## src/rtl/para_pkg.sv

```systemverilog
// Purpose: shared types and constants for the parameter frame transmitter.
// Latency: n/a (declarations only).
// Backpressure: n/a.
package para_pkg;

    typedef enum logic {
        ST_IDLE = 1'b0,
        ST_SEND = 1'b1
    } state_t;

    localparam int FRAME_LEN = 6;
    localparam int IDX_W     = 3;

    localparam logic [IDX_W-1:0] LAST_IDX = IDX_W'(FRAME_LEN - 1);

    localparam logic [7:0] HEADER_DEF  = 8'hA5;
    localparam logic [7:0] PARA_ID_DEF = 8'h01;

endpackage

```

## src/rtl/para_send_if.sv

```systemverilog
// Purpose: byte-wide valid/ready stream toward the host uplink.
// Latency: n/a (wires only).
// Backpressure: a byte moves only when tx_vld and tx_rdy are both high.
interface para_send_if;
    logic [7:0] tx_data;
    logic       tx_vld;
    logic       tx_rdy;

    modport master (output tx_data, output tx_vld, input tx_rdy);
    modport slave  (input tx_data, input tx_vld, output tx_rdy);
endinterface

```

## src/rtl/para_frame_mux.sv

```systemverilog
// Purpose: selects one frame byte by index (header/id/seq/payload hi/lo/chk).
// Latency: combinational.
// Backpressure: none; the caller decides when the index advances.
module para_frame_mux
    import para_pkg::*;
(
    input  logic [IDX_W-1:0] idx_i,
    input  logic [7:0]       header_i,
    input  logic [7:0]       id_i,
    input  logic [7:0]       seq_i,
    input  logic [15:0]      payload_i,
    input  logic [7:0]       chk_i,
    output logic [7:0]       byte_o
);

    // Byte select in frame order; out-of-range indices read as zero.
    always_comb begin
        byte_o = 8'h00;
        case (idx_i)
            3'd0:    byte_o = header_i;
            3'd1:    byte_o = id_i;
            3'd2:    byte_o = seq_i;
            3'd3:    byte_o = payload_i[15:8];
            3'd4:    byte_o = payload_i[7:0];
            3'd5:    byte_o = chk_i;
            default: byte_o = 8'h00;
        endcase
    end

endmodule

```

## src/rtl/para_send.sv

```systemverilog
// Purpose: snapshots sta_para_ave on para_upd and sends it as a 6-byte checksummed frame.
// Latency: header presented the cycle after the strobe; back-to-back frames have no gap.
// Backpressure: tx_data/tx_vld hold until tx_rdy; one pending slot, overwrites counted in drop_cnt.
module para_send
    import para_pkg::*;
#(
    parameter logic [7:0] HEADER  = HEADER_DEF,
    parameter logic [7:0] PARA_ID = PARA_ID_DEF
) (
    input  logic                clk_sys,
    input  logic                rst_n,
    input  logic [15:0]         sta_para_ave,
    input  logic                para_upd,
    para_send_if.master         tx,
    output logic                frame_busy,
    output logic [7:0]          drop_cnt
);

    state_t            state_q;
    logic [IDX_W-1:0]  idx_q;
    logic [15:0]       frame_q;
    logic [15:0]       pend_val_q;
    logic              pend_q;
    logic [7:0]        seq_q;
    logic [7:0]        chk_q;
    logic [7:0]        drop_cnt_q;
    logic [7:0]        tx_data_q;
    logic              tx_vld_q;

    logic              fire;
    logic [IDX_W-1:0]  idx_d;
    logic [7:0]        chk_d;
    logic [7:0]        drop_cnt_d;
    logic [7:0]        byte_d;

    // Next byte index, running checksum (header excluded) and saturating drop count.
    always_comb begin
        fire       = tx_vld_q & tx.tx_rdy;
        idx_d      = idx_q + 1'b1;
        chk_d      = (idx_q != '0) ? (chk_q + tx_data_q) : chk_q;
        drop_cnt_d = (drop_cnt_q == 8'hFF) ? drop_cnt_q : (drop_cnt_q + 8'h01);
    end

    // The byte after the one being accepted, so tx_data can be registered.
    para_frame_mux u_mux (
        .idx_i     (idx_d),
        .header_i  (HEADER),
        .id_i      (PARA_ID),
        .seq_i     (seq_q),
        .payload_i (frame_q),
        .chk_i     (chk_d),
        .byte_o    (byte_d)
    );

    // Frame FSM with pending slot; all outputs come straight from these registers.
    always_ff @(posedge clk_sys or negedge rst_n) begin
        if (!rst_n) begin
            state_q    <= ST_IDLE;
            idx_q      <= '0;
            frame_q    <= '0;
            pend_val_q <= '0;
            pend_q     <= 1'b0;
            seq_q      <= '0;
            chk_q      <= '0;
            drop_cnt_q <= '0;
            tx_data_q  <= '0;
            tx_vld_q   <= 1'b0;
        end else begin
            case (state_q)
                ST_IDLE: begin
                    if (para_upd) begin
                        frame_q   <= sta_para_ave;
                        idx_q     <= '0;
                        chk_q     <= '0;
                        tx_data_q <= HEADER;
                        tx_vld_q  <= 1'b1;
                        state_q   <= ST_SEND;
                    end
                end
                ST_SEND: begin
                    if (fire && idx_q == LAST_IDX) begin
                        seq_q <= seq_q + 8'h01;
                        idx_q <= '0;
                        chk_q <= '0;
                        if (para_upd || pend_q) begin
                            // A strobe on the last byte is the newest value and wins
                            // over anything already waiting.
                            frame_q   <= para_upd ? sta_para_ave : pend_val_q;
                            pend_q    <= 1'b0;
                            tx_data_q <= HEADER;
                            if (para_upd && pend_q) begin
                                drop_cnt_q <= drop_cnt_d;
                            end
                        end else begin
                            tx_vld_q  <= 1'b0;
                            tx_data_q <= '0;
                            state_q   <= ST_IDLE;
                        end
                    end else begin
                        if (fire) begin
                            idx_q     <= idx_d;
                            chk_q     <= chk_d;
                            tx_data_q <= byte_d;
                        end
                        if (para_upd) begin
                            pend_val_q <= sta_para_ave;
                            pend_q     <= 1'b1;
                            if (pend_q) begin
                                drop_cnt_q <= drop_cnt_d;
                            end
                        end
                    end
                end
                default: begin
                    state_q  <= ST_IDLE;
                    tx_vld_q <= 1'b0;
                end
            endcase
        end
    end

    assign tx.tx_data = tx_data_q;
    assign tx.tx_vld  = tx_vld_q;
    assign frame_busy = (state_q == ST_SEND);
    assign drop_cnt   = drop_cnt_q;

endmodule

```

## src/flat_wrapper.sv

```systemverilog
// flat-port wrapper written by rule: the top's interface ports become plain ports
module para_send_flat import para_pkg::*;
#(
    parameter logic [7:0] HEADER  = HEADER_DEF,
    parameter logic [7:0] PARA_ID = PARA_ID_DEF
)
  (clk_sys, rst_n, sta_para_ave, para_upd, frame_busy, drop_cnt, tx_tx_data, tx_tx_vld, tx_tx_rdy);
  para_send_if tx_i ();
  input  logic clk_sys;
  input  logic rst_n;
  input  logic [15:0] sta_para_ave;
  input  logic para_upd;
  output logic frame_busy;
  output logic [7:0] drop_cnt;
  output wire logic [$bits(tx_i.tx_data)-1:0] tx_tx_data;
  output wire logic [$bits(tx_i.tx_vld)-1:0] tx_tx_vld;
  input wire logic [$bits(tx_i.tx_rdy)-1:0] tx_tx_rdy;
  assign tx_tx_data = tx_i.tx_data;
  assign tx_tx_vld = tx_i.tx_vld;
  assign tx_i.tx_rdy = tx_tx_rdy;
  para_send #(.HEADER(HEADER), .PARA_ID(PARA_ID)) u_core (.clk_sys(clk_sys), .rst_n(rst_n), .sta_para_ave(sta_para_ave), .para_upd(para_upd), .tx(tx_i), .frame_busy(frame_busy), .drop_cnt(drop_cnt));
endmodule
```

## config.mk

```make
export PLATFORM = sky130hd
export DESIGN_NAME = para_send_flat
export DESIGN_NICKNAME = d
export VERILOG_FILES = /design/src/rtl/para_pkg.sv /design/src/rtl/para_send_if.sv /design/src/rtl/para_frame_mux.sv /design/src/rtl/para_send.sv /design/src/flat_wrapper.sv
export SDC_FILE = /design/constraint.sdc
export NUM_CORES = 1
export LEC_CHECK = 0
export BUFFER_PORTS_ARGS = -buffer_cell sky130_fd_sc_hd__buf_2
export CORE_UTILIZATION = 45
export CTS_CLUSTER_SIZE = 20
export DETAILED_ROUTE_END_ITERATION = 12
export PLACE_DENSITY = 0.61
export SYNTH_ARGS = -nofsm -noshare
export SYNTH_HDL_FRONTEND = slang
export SYNTH_HIERARCHICAL = 1
export SYNTH_SLANG_ARGS = --single-unit
```

## constraint.sdc

```tcl
create_clock -name clk_sys -period 2.7 [get_ports clk_sys]
set_input_delay 0.135 -clock clk_sys [delete_from_list [all_inputs] [get_ports clk_sys]]
set_output_delay 0.135 -clock clk_sys [all_outputs]
set_load 0.1 [all_outputs]
```

# ---- Yosys cells after proc, flatten, opt, wreduce, memory -nomap -nowiden
# Index checks and enable logic that the tools add are counted.
dict set report classes {
  n_addsub 4
  multipliers 0
  div_mod_pow 0
  order_cmp 0
  n_eq_ne 14
  shifts 0
  muxes 36
  n_bitwise 3
  reduce_logical 14
}
# op count
set ops {}
lappend ops {{$mux W8} 14}
lappend ops {{$mux W16} 4}
lappend ops {{$pmux W8 S6} 1}
lappend ops {{$pmux W16 S2} 1}
lappend ops {{$pmux W8 S2} 2}
lappend ops {{$add A8 B1 Y8 const B} 2}
lappend ops {{$ne A2 B2 Y1 const B} 6}
lappend ops {{$eq A3 B3 Y1 const B} 3}
lappend ops {{$mux W3} 3}
lappend ops {{$reduce_and A3 Y1} 3}
lappend ops {{$add A8 B8 Y8} 1}
lappend ops {{$eq A8 B8 Y1 const B} 1}
lappend ops {{$mux W1} 8}
lappend ops {{$eq A3 B2 Y1 const B} 2}
lappend ops {{$pmux W3 S2} 1}
lappend ops {{$reduce_and A2 Y1} 3}
lappend ops {{$reduce_and A5 Y1} 1}
lappend ops {{$pmux W1 S2} 2}
lappend ops {{$reduce_bool A2 Y1} 2}
lappend ops {{$add A3 B1 Y3 const B} 1}
lappend ops {{$eq A3 B1 Y1 const B} 1}
lappend ops {{$logic_not A3 Y1} 1}
lappend ops {{$ne A3 B3 Y1 const B} 1}
lappend ops {{$reduce_bool A3 Y1} 1}
lappend ops {{4 further kinds} 6}
dict set report word_totals {
  regBits 70
  latch_bits 0
  ramBits 0
  mem_bits_ro 0
  in_bits 20
  output_inout_bits 18
  elab_cells 81
  memories 0
}

# ---- Longest topological paths before layout
# Gate-level depths: netlist of run 1.
dict set report depth {
  ltp_word 6
  ltp_mapped 13
  mapped_depth_nobuf 12
}

# ---- By module
# The synthesis of run 1 kept the hierarchy.
# mod instances cells_each area_each_um2 seq_area_each_um2
set by_module_without_submodules {}
lappend by_module_without_submodules {para_send 1 299 3321.9 1751.7}
lappend by_module_without_submodules {para_frame_mux 1 54 460.4 0.0}

# ---- Least setup slack after synthesis of run 1
# Ideal clock, no wire load.
dict set report synth_timing {
  path_kind {reg-to-reg}
  start {register u_core.tx_data_q[1], in the netlist u_core/tx.tx_data[1]}
  end {register u_core.tx_data_q[7], in the netlist u_core/tx.tx_data[7]}
  setup_ns 0.078
  t_arrival_ns 2.861
  t_required_ns 2.622
  path_slack_ns -0.239
  stages_incl_launch_ff 12
  path_buffers 0
  period_less_slack_ns 2.939
  path_cell_list {dfrtp_1 ha_1 a211oi_1 nor3_1 o32a_1 nand2_1 xor2_1 mux2i_1 a211o_1 o21ai_0 nand2_1 a21oi_1}
}
dict set report synth_between {
  elab_chain_cells 6
}
# item line
set synth_rtl {}
lappend synth_rtl {{start: declaration} para_send.sv:27} ;# logic [7:0] tx_data_q;
lappend synth_rtl {{start signal: assignment} para_send.sv:103} ;# tx_data_q <= byte_d;
lappend synth_rtl {{$add A8 B8 Y8} para_send.sv:40} ;# chk_d = (idx_q != '0) ? (chk_q + tx_data_q) : chk_q;
lappend synth_rtl {{$mux W8} para_send.sv:40}
lappend synth_rtl {{via u_core.chk_d[7]} para_send.sv:32} ;# logic [7:0] chk_d;
lappend synth_rtl {{$pmux W8 S6} para_frame_mux.sv:19} ;# case (idx_i)
lappend synth_rtl {{via u_core.byte_d[7]} para_send.sv:34} ;# logic [7:0] byte_d;
lappend synth_rtl {{$mux W8} para_send.sv:100} ;# if (fire) begin
lappend synth_rtl {{$mux W8} para_send.sv:81} ;# if (fire && idx_q == LAST_IDX) begin
lappend synth_rtl {{$pmux W8 S2} para_send.sv:69} ;# case (state_q)
# The timed path passes the listed nets, and every way through them passes these cells. The select of a mux whose other input is x is not followed.
# A chain may end at the register's enable or synchronous reset.

# ---- Worst setup path after layout of run 1
# Same ends and word-level chain as after synthesis.

==> impl_results.md, run 1 <==
- Total GRT Usage: 19.5%
- Status: completed
- Crit Path Max Fanout: 4
- Post-CTS setup buffer count: 0
- DR DRC count: 0
- Worst-Margin Slew: 997 ps
- Setup TNS: 0 ps
- Placer Congestion: 0.821
- Detail Route Antenna Nets: 0
- Clock transition at path regs: around 80 ps
- Worst r2r path cells: 11
- Most used cells in the layout excluding fill and tap cells: 64 x dfrtp_1, 37 x buf_2, 33 x nor2_1, 33 x mux2i_1, 31 x a21oi_1
- Vias in the first global route: 2620
- Crit path arrival time: around 2800 ps
- Syn Inst Count: 353
- Clk_lat worst skew: 340 ps
- Synthesized flop and latch total: 70
- Post-synth top area share: between 40% and 50%
- Commonest non-fill, non-tap cell in the layout: dfrtp_1
- Sequential share of the synthesized area: between 40% and 50%
- Worst-case clock buffer depth: 2
- Yosys top cell by area: dfrtp_1
- Setup violators final: 0
- Final hold violation count: 0
- Final worst-path cycle share: 92.9%
- Startpoint types: register
- Starting Density: ~46%
- Avg WL per Cell: between 10 and 15 um
- Input/output buffers: 37
- TritonCTS clock tree: yes
- R2r setup slk: between 150 and 200 ps
- Drt first pass iters: 4
- Core footprint: slightly above 8000 um2
- First-pass GRT wire length: between 10000 and 15000 um
- Die height: ~94 um
- Initial detailed-routing violation count: approximately 170
- Final design utilization: between 50% and 60%
- Area grow syn2layout: 15.7%
- Final Power: between 0.005 and 0.006 W
- Tmin final: between 2000 and 3000 ps
- Vias after detailed routing: between 2000 and 3000
- Pins Over Slew Limit: 0
- Post-route design area: roughly 4400 um2
- Post-Synthesis Mean Instance Area: 10.7 um2
- RSZ-0062 raised after global routing: no
- Vias per cell: approximately 5.3
- Antenna violations before repair: 0
- Setup WS post-layout: ~190 ps
- Pwr dens: ~1300 nW/um2
- Layout cells sized above 1: a little under a quarter
- Area after DPL: approximately 4100 um2
- CP endpoint kind: register
- HP Class: primary input to register
- Yosys warns: 6
- # rows: 33
- Worst Path Required: approximately 3000 ps
- Synth Cell Area: about 3800 um2
- HP Start: sta_para_ave[13]
- Clock Skew: between 9 and 10 ps
- H-tree depth: 3
- Fmax: ~400 MHz
- Critical Path Source: u_core/tx.tx_data[1]$_DFFE_PN0P_
- Setup WS pre-CTS: about 170 ps
- Largest net degree at the start of global routing: 42
- Max-cap violations: 0
- Total length of routed wires: 7730 um
- FILL cells: about 760
- Clock tree root buffer cell: clkbuf_8
- Main synth FF type: dfrtp_1
- EDFF count, synth: 0
- Worst vdd ir: just under 0.6 mV
- Lkg Pwr: a little over 2 nW
- Critical path class: register to register
- HPWL Detailed: between 5000 and 6000 um
- Overflow after GRT: 0
- Worst reg2reg path startpoint: u_core/tx.tx_data[1]$_DFFE_PN0P_
- Synth async-reset ratio: between 90% and 100%
- Top post-synthesis cells by area: dfrtp_1 46%, mux2i_1 8.7%, mux2_2 7.4%
- Slew HR: between 30 and 40%
- Die area: just under 9000 um2
- CP endpoint: u_core/tx.tx_data[7]$_DFFE_PN0P_
- Final #Nets: ~440
- CTS sink cnt: 70
- Count of cell types in the netlist: between 40 and 50
- Diode count: 0
- Io pins: 38
- Die width: 93.7 um
- CTS Buf Count: 9
- Reg2reg end: u_core/tx.tx_data[7]$_DFFE_PN0P_
-- stage by stage --
stage / hold WS (ps) / instances
global route: 25.5 / 520
finish: 30.7 / 520
floorplan: -161 / 367
global placement: 354 / 504
CTS: 15.4 / 520
detailed placement: 353 / 504
-- report_power, final --
part           total (W)  internal [W]  switching (W)
Sequential       0.00172       0.00141       0.000316
Clock           0.000911      0.000515       0.000396
Combinational    0.00301       0.00107        0.00194
-- worst min path at each step --
stage	slack, ps	cells after the start	endpoint
floorplan	-160	0	u_core/chk_q[0]$_DFFE_PN0P_
global placement	350	1	u_core/chk_q[4]$_DFFE_PN0P_
detailed placement	350	1	u_core/tx.tx_data[4]$_DFFE_PN0P_
CTS	20	2	u_core/pend_val_q[13]$_DFFE_PN0P_
global route	30	2	u_core/pend_val_q[8]$_DFFE_PN0P_
finish	30	2	u_core/pend_val_q[13]$_DFFE_PN0P_
-- critical path, cell delays in order (launching register included) --
cell and delay (ps):
dfrtp_2 440, ha_1 330, a211oi_2 250, nor3_1 120
o32a_1 360, nand2_1 100, xor2_1 170, mux2i_1 90
a211o_1 290, o21ai_0 80, nand2_1 70, a21oi_1 130
-- synth_stat cells (6+ instances only) --
cell      instances
a21oi_1          32
a22o_1           12
clkbuf_1          6
dfrtp_1          70
ha_1             12
mux2_2           25
mux2i_1          33
nand2_1          25
nand4_1           7
nor2_1           33
o21ai_0          15
xnor2_1          11
xor2_1           10
-- per-layer routing --
metal | vias up | GRT usage (%) | routed length, um
met1 | 1328 | 28.4 | 3950
met2 | 49 | 28.3 | 3390
li1 | 1377 | - | -
met5 | - | 0 | 0
met4 | 0 | 8.85 | 121
met3 | 9 | 3.07 | 266
-- kinds of logic (layout without fill, tap and decap cells) --
logic type      count (synthesis)  count (layout)  share of synthesized area [%]
xor+xnor                       21              21                           4.86
simple gates                   86              86                           10.4
other cells                     2              16                          0.199
fa+ha+maj                      13              13                           4.50
mux                            58              58                           16.2
buf+inv                        19              67                           3.21
flops                          70              70                           46.3
compound gates                 84              84                           14.4
-- flip-flops by register name, indices dropped and copies added, names as in the netlist --
name	count
u_core/tx.tx_data	8
u_core/frame_busy	1
u_core/pend_q	1
u_core/tx.tx_vld	1
u_core/seq_q	8
u_core/drop_cnt	8
u_core/frame_q	16
u_core/pend_val_q	16
u_core/chk_q	8
u_core/idx_q	3
-- cell type report --
class                   instances  area (um2)  area share, %
flip-flops and latches         70        1760           40.2
multi-input cells             278        1970           45.1
well taps                     105         131           3.00
clock buffers                   9         124           2.83
inverters                       3        11.3          0.257
clock inverters                 6        87.6           2.00
repair buffers                 49         290           6.63
-- repair_timing --
action                                  4_1_cts  5_1_grt
endpoints found under the setup margin        0        2
hold endpoints to repair                     40        0
hold buffers                                  1        0
resized for setup                             0        3
Power figures use the tool's default switching activity.
==> inputs of run 2 (changes only) <==
--- a/config.mk
+++ b/config.mk
@@ -12,5 +12,4 @@
 export PLACE_DENSITY = 0.61
 export SYNTH_ARGS = -nofsm -noshare
 export SYNTH_HDL_FRONTEND = slang
-export SYNTH_HIERARCHICAL = 1
 export SYNTH_SLANG_ARGS = --single-unit
==> impl_results.md, run 2 <==
- Die area: 8680 um2 (-1.1%)
- Post-synth top cells: 70 x dfrtp_1, 35 x nand2_1, 35 x nor2_1, 30 x a21oi_1, 22 x o21ai_0
- Critical Path Source: u_core.idx_q[1]$_DFFE_PN0P_
- Worst reg2reg path startpoint: u_core.idx_q[1]$_DFFE_PN0P_
- HP Class: primary input to register
- Drt first pass iters: 5 (+1)
- Pins Over Slew Limit: 0 (unchanged)
- CP endpoint kind: register
- Diode count: 0 (unchanged)
- DR DRC count: 0 (unchanged)
- Final hold violation count: 0 (unchanged)
- Starting Density: 47.4% (+1.2 points)
- Largest net degree at the start of global routing: 47 (+12%)
- Layout cells sized above 1: 21.1% (-2.3 points)
- Final worst-path cycle share: 84.6% (-8.4 points)
- Critical path class: register to register
- Commonest non-fill, non-tap cell in the layout: dfrtp_1
- Yosys top cell by area: dfrtp_1
- Overflow after GRT: 0 (unchanged)
- First-pass GRT wire length: 13700 um (+5.5%)
- Post-CTS Hold Buffers: 1 (unchanged)
- Worst Hold Margin: 38.6 ps (+7.91 ps)
- Vias after detailed routing: 2895 (+4.8%)
- Max-cap violations: 0 (unchanged)
- CTS sink cnt: 70 (unchanged)
- CTS Buf Count: 9 (unchanged)
- Post-synth top area share: 46.8% (+0.51 points)
- Startpoint types: register
- HPWL Detailed: 5810 um (+6.0%)
- Worst vdd ir: 0.470 mV (-21%)
- Post-CTS setup buffer count: 0 (unchanged)
- TritonCTS clock tree: yes
- Clock tree root buffer cell: clkbuf_8
- Syn Inst Count: 368 (+4.2%)
- EDFF count, synth: 0 (unchanged)
- FILL cells: 723 (-5.2%)
- Regs by FF count: u_core.frame_q (16), u_core.pend_val_q (16)
- Clock Skew: 8.48 ps (-1.02 ps)
- Synth Cell Area: 3740 um2 (-1.1%)
- Io pins: 38 (unchanged)
- # rows: 32 (-3.0%)
- Die width: 93.2 um (-0.53%)
- Hold Path Cell Cnt: 2 (unchanged)
- Total length of routed wires: 8130 um (+5.2%)
- Area grow syn2layout: 14.0%
- Placer Congestion: 0.846 (+3.0%)
- Worst Path Required: 2920 ps (-60 ps)
- Synth async-reset ratio: 100% (unchanged)
- Die height: 93.2 um (-0.53%)
- Fmax: 438 MHz (+9.9%)
- Initial detailed-routing violation count: 143 (-15%)
- Net Count, Synth: 404
- Synthesized flop and latch total: 70 (unchanged)
- Worst-Margin Slew: 737 ps (-260 ps)
- RSZ-0062 raised after global routing: no
- Yosys warns: 0 (-6)
- Most used cells in the layout excluding fill and tap cells: 70 x dfrtp_1, 37 x buf_2, 35 x nand2_1, 35 x nor2_1, 29 x a21oi_1
- Antenna violations before repair: 0 (unchanged)
- H-tree depth: 3 (unchanged)
- Final #Nets: 448 (+0.90%)
- Avg WL per Cell: 15.7 um (+5.4%)
- Clock transition at path regs: 80 ps (about the same)
- Crit path arrival time: 2500 ps (-280 ps)
- Main synth FF type: dfrtp_1
- Setup violators final: 0 (unchanged)
- Total GRT Usage: 20.4% (+0.95 points)
- Status: completed
- Lkg Pwr: 2.00 nW (-3.1%)
- Input/output buffers: 37 (unchanged)
- Worst-case clock buffer depth: 2 (unchanged)
- Top post-synthesis cells by area: dfrtp_1 47%, mux2_2 5.1%, ha_1 5.0%
- Most common cell in the netlist: dfrtp_1
- HP Start: sta_para_ave[13]
- Sequential share of the synthesized area: 46.8% (+0.51 points)
- Clk_lat worst skew: 340 ps (about the same)
- Detail Route Antenna Nets: 0 (unchanged)
- Crit Path Max Fanout: 16 (+12)
- Worst r2r path cells: 5 (-6)
- Core footprint: 7890 um2 (-3.5%)
- Vias in the first global route: 2766 (+5.6%)
- CTS-repair resized insts: 0 (unchanged)
- Tmin final: 2280 ps (-226 ps)
- Vias per cell: 5.58 (+5.0%)
- Count of cell types in the netlist: 54 (+29%)
- Setup TNS: 0 ps (unchanged)
- Post-Synthesis Mean Instance Area: 10.2 um2 (-5.1%)
- Pwr dens: 1180 nW/um2 (-8.3%)
- Slew HR: 50.9% (+17 points)
run 2: changes by cell type after synthesis, moves of 4 or more:
| cell | change |
|---|---|
| a22o_1 | -7 |
| a31oi_1 | +6 |
| mux2_2 | -8 |
| mux2i_1 | -16 |
| nand2_1 | +10 |
| nand3_1 | +5 |
| o211ai_1 | +4 |
| o21ai_0 | +7 |
| o221ai_1 | -4 |
| o31ai_1 | +5 |
| xor2_1 | -5 |
run 2: cells by family (layout without fill, tap and decap cells):
kind of cell,after synthesis,after routing,synth area share [%]
buf+inv,21,70,2.78
xor+xnor,19,19,4.65
fa+ha+maj,16,16,5.55
simple gates,104,104,12.6
compound gates,103,103,17.6
flops,70,70,46.8
mux,35,35,10.1
run 2: stage by stage:
step / instances / setup WS [ps] / area [um2] / utilization [%] / total power, W
2_1_floorplan: 368 / 183 / 3740 / - / 0.00365
3_3_place_gp: 502 / 495 / 4060 / 51.5 / 0.00417
3_5_place_dp: 502 / 417 / 4060 / 51.5 / 0.00421
4_1_cts: 519 / 407 / 4260 / 54.1 / 0.00505
5_1_grt: 519 / 220 / 4260 / 54.1 / 0.00538
6_report: 519 / 417 / 4260 / 54.1 / 0.00504
run 2: worst max-delay path: stages (launching register included):
cell and delay, ps:
dfrtp_1 400, inv_1 100, ha_1 340, nand4_1 240, and3_1 670, mux2_2 410
run 2: final cells by class:
cell class | instances | area [um2] | area share, %
tap | 102 | 128 | 2.99
timing repair buffer | 48 | 283 | 6.63
sequential | 70 | 1750 | 41.1
clock inverter | 6 | 62.6 | 1.47
clock buffer | 10 | 128 | 2.99
inverter | 6 | 22.5 | 0.528
multi-input combinational | 277 | 1890 | 44.3
run 2: report_power, final:
group	switching (W)	internal [W]	leakage [nW]
combinational	0.00171	0.000791	1.06
clock	0.000404	0.000426	0.100
sequential	0.000320	0.00139	0.848
total	0.00243	0.00261	2.00
run 2: per-layer routing:
| metal | wire length (um) | GRT usage (%) | vias up |
|---|---|---|---|
| met5 | 0 | 0 | - |
| met4 | 70 | 8.59 | 0 |
| met3 | 337 | 3.33 | 8 |
| met2 | 3750 | 30.5 | 68 |
| met1 | 3970 | 29.4 | 1395 |
| li1 | - | - | 1424 |
run 2: final timing paths:
check | to | slack [ps]
hold / removal | u_core.pend_val_q[13]$_DFFE_PN0P_ | 40
setup reg to reg | u_core.pend_val_q[4]$_DFFE_PN0P_ | 420
hold reg to reg | u_core.seq_q[7]$_DFFE_PN0P_ | 480
min in group asynchronous | u_core.drop_cnt[5]$_DFFE_PN0P_ | 340
setup / recovery | u_core.pend_val_q[4]$_DFFE_PN0P_ | 420
max in group asynchronous | u_core.frame_q[0]$_DFFE_PN0P_ | 1690
==> inputs of run 3 (changes only) <==
--- a/config.mk
+++ b/config.mk
@@ -9,7 +9,7 @@
 export CORE_UTILIZATION = 45
 export CTS_CLUSTER_SIZE = 20
 export DETAILED_ROUTE_END_ITERATION = 12
-export PLACE_DENSITY = 0.61
+export PLACE_DENSITY = 0.63
 export SYNTH_ARGS = -nofsm -noshare
 export SYNTH_HDL_FRONTEND = slang
 export SYNTH_SLANG_ARGS = --single-unit
==> constraint.sdc (replaced) <==
create_clock -name clk_sys -period 1.85 [get_ports clk_sys]
set_input_delay 0.0925 -clock clk_sys [delete_from_list [all_inputs] [get_ports clk_sys]]
set_output_delay 0.0925 -clock clk_sys [all_outputs]
set_load 0.1 [all_outputs]
==> impl_results.md, run 3 (synthesized netlist as in run 2, its figures left out) <==
- Total length of routed wires: 9250 um (+14%)
- CTS sink cnt: 70 (unchanged)
- Vias in the first global route: 3167 (+14%)
- Clock Skew: 9.39 ps (+0.917 ps)
- Startpoint types: register
- CP endpoint kind: register
- Crit path arrival time: 2270 ps (-230 ps)
- Final hold violation count: 0 (unchanged)
- DRT met1 WL: 4160 um (+4.8%)
- Input/output buffers: 37 (unchanged)
- Setup WS post-layout: -172 ps (-589 ps)
- Layout cells sized above 1: 37.7% (+17 points)
- Initial detailed-routing violation count: 187 (+31%)
- Area after DPL: 4540 um2 (+12%)
- Vias after detailed routing: 3187 (+10%)
- Top sig layer: met4
- Status: finished with violations
- # rows: 32 (unchanged)
- H-tree depth: 3 (unchanged)
- Total GRT Usage: 22.7% (+2.3 points)
- Critical path class: register to register
- Pins Over Slew Limit: 0 (unchanged)
- Overflow after GRT: 0 (unchanged)
- Worst-Margin Slew: 508 ps (-229 ps)
- RSZ-0062 raised after global routing: yes
- WL met2: 4440 um (+18%)
- Drt first pass iters: 5 (unchanged)
- Diode count: 0 (unchanged)
- Largest net degree at the start of global routing: 71 (+51%)
- Clk_lat worst skew: 350 ps (about the same)
- Antenna violations before repair: 0 (unchanged)
- Worst Path Required: 2100 ps (-820 ps)
- DR DRC count: 0 (unchanged)
- Io pins: 38 (unchanged)
- CTS Buf Count: 9 (unchanged)
- Most used cells in the layout excluding fill and tap cells: 53 x dfrtp_1, 50 x buf_4, 37 x buf_2
- Tmin final: 2020 ps (-261 ps)
- Fmax: 495 MHz (+13%)
- Post-route design area: 5140 um2 (+21%)
- Fin cells: 579 (+12%)
- Core footprint: 7890 um2 (unchanged)
- Clock transition at path regs: 80 ps (about the same)
- Placer Congestion: 0.846 (about the same)
- Commonest non-fill, non-tap cell in the layout: dfrtp_1
- Avg WL per Cell: 16.0 um (+2.0%)
- Max-cap violations: 0 (unchanged)
- Area grow syn2layout: 37.4%
- Failing checks: setup timing
- First-pass GRT wire length: 15100 um (+10%)
- Clock tree root buffer cell: clkbuf_8
- Placed Cells: 541 (+7.8%)
- Regs by FF count: u_core.frame_q (16), u_core.pend_val_q (16)
- Final worst-path cycle share: 109% (+25 points)
- HP Class: primary input to register
- Worst-case clock buffer depth: 2 (unchanged)
- Setup violators final: 7 (+7)
- TritonCTS clock tree: yes
- Pwr dens: 1780 nW/um2 (+51%)
- Worst vdd ir: 0.779 mV (+66%)
- Detail Route Antenna Nets: 0 (unchanged)
- Lkg Pwr: 2.32 nW (+16%)
- Vias per cell: 5.50 (-1.3%)
- HPWL Detailed: 6190 um (+6.6%)
- Die area: 8680 um2 (unchanged)
- Final #Nets: 508 (+13%)
- Die width: 93.2 um (unchanged)
- Met3 WL: 366 um (+8.6%)
- Crit Path Max Fanout: 2 (-14)
- Die height: 93.2 um (unchanged)
- Slew HR: 66.1% (+15 points)
- Starting Density: 47.4% (unchanged)
==> run 3: changes by cell type in the layout (fill, tap and decap cells not counted), moves of 3 or more <==
cell / before / now
o21ai_0: 22 / 16
dfrtp_1: 70 / 53
o21ai_1: 1 / 4
dlygate4sd3_1: 1 / 17
clkinv_2: 3 / 0
dfrtp_4: 0 / 10
o21ai_2: 0 / 3
bufinv_16: 1 / 4
ha_1: 15 / 4
dfrtp_2: 0 / 7
buf_4: 9 / 50
ha_4: 0 / 9
o31ai_1: 5 / 2
==> run 3: repair_timing <==
item                                    4_1_cts  5_1_grt
gates resized for setup                       9       21
hold buffers                                 17        0
setup buffers                                 2        3
endpoints found under the setup margin       10       27
pin swaps                                     2       11
endpoints found under the hold margin        86        0
==> run 3: layout make-up <==
type,instances,area [um2]
clock buffers,9,124
clock inverters,7,145
fillers,627,2750
inverters,6,22.5
multi-input cells,277,2120
flip-flops and latches,70,1800
well taps,102,128
repair buffers,108,802
==> run 3: critical path, cell delays in order, from the launching register on <==
cell and delay, ps:
dfrtp_4 490, ha_4 170, fa_2 340, a211o_1 270
o211ai_1 110, or3_1 200, o211ai_1 110, a41o_1 220
==> run 3: layer usage <==
layer | track usage, % | up-vias
met1 | 29.4 | 1533
met2 | 37.3 | 87
met3 | 3.58 | 29
li1 | - | 1538
met5 | 0 | -
met4 | 10.8 | 0
==> run 3: final timing paths <==
check / from / depth (start not counted) / slack, ps / to
min in group asynchronous: rst_n / 3 / 290 / u_core.drop_cnt[5]$_DFFE_PN0P_
max in group asynchronous: rst_n / 3 / 1230 / u_core.tx.tx_data[2]$_DFFE_PN0P_
worst max register to register: u_core.tx.tx_data[0]$_DFFE_PN0P_ / 7 / -170 / u_core.tx.tx_data[6]$_DFFE_PN0P_
worst min-delay path: para_upd / 3 / 40 / u_core.tx.tx_vld$_DFFE_PN0P_
worst min register to register: u_core.drop_cnt[5]$_DFFE_PN0P_ / 1 / 480 / u_core.drop_cnt[5]$_DFFE_PN0P_
worst max-delay path: u_core.tx.tx_data[0]$_DFFE_PN0P_ / 7 / -170 / u_core.tx.tx_data[6]$_DFFE_PN0P_
==> run 3: power by group <==
group          total (W)  switching [W]  internal (W)
Sequential       0.00262       0.000523       0.00209
Combinational    0.00488        0.00289       0.00199
Clock            0.00167       0.000634       0.00104
==> run 3: stage by stage <==
step	TNS [ps]	power (W)	hold slack (ps)	setup slack [ps]	utilization [%]
6_report	-710	0.00917	42.7	-172	65.2
3_3_place_gp	-300	0.00694	149	-92.8	57.5
2_1_floorplan	-880	0.00561	-203	-247	-
4_1_cts	-385	0.00886	33.0	-125	63.7
3_5_place_dp	-436	0.00702	152	-128	57.5
5_1_grt	-1280	0.00970	52.2	-219	65.2
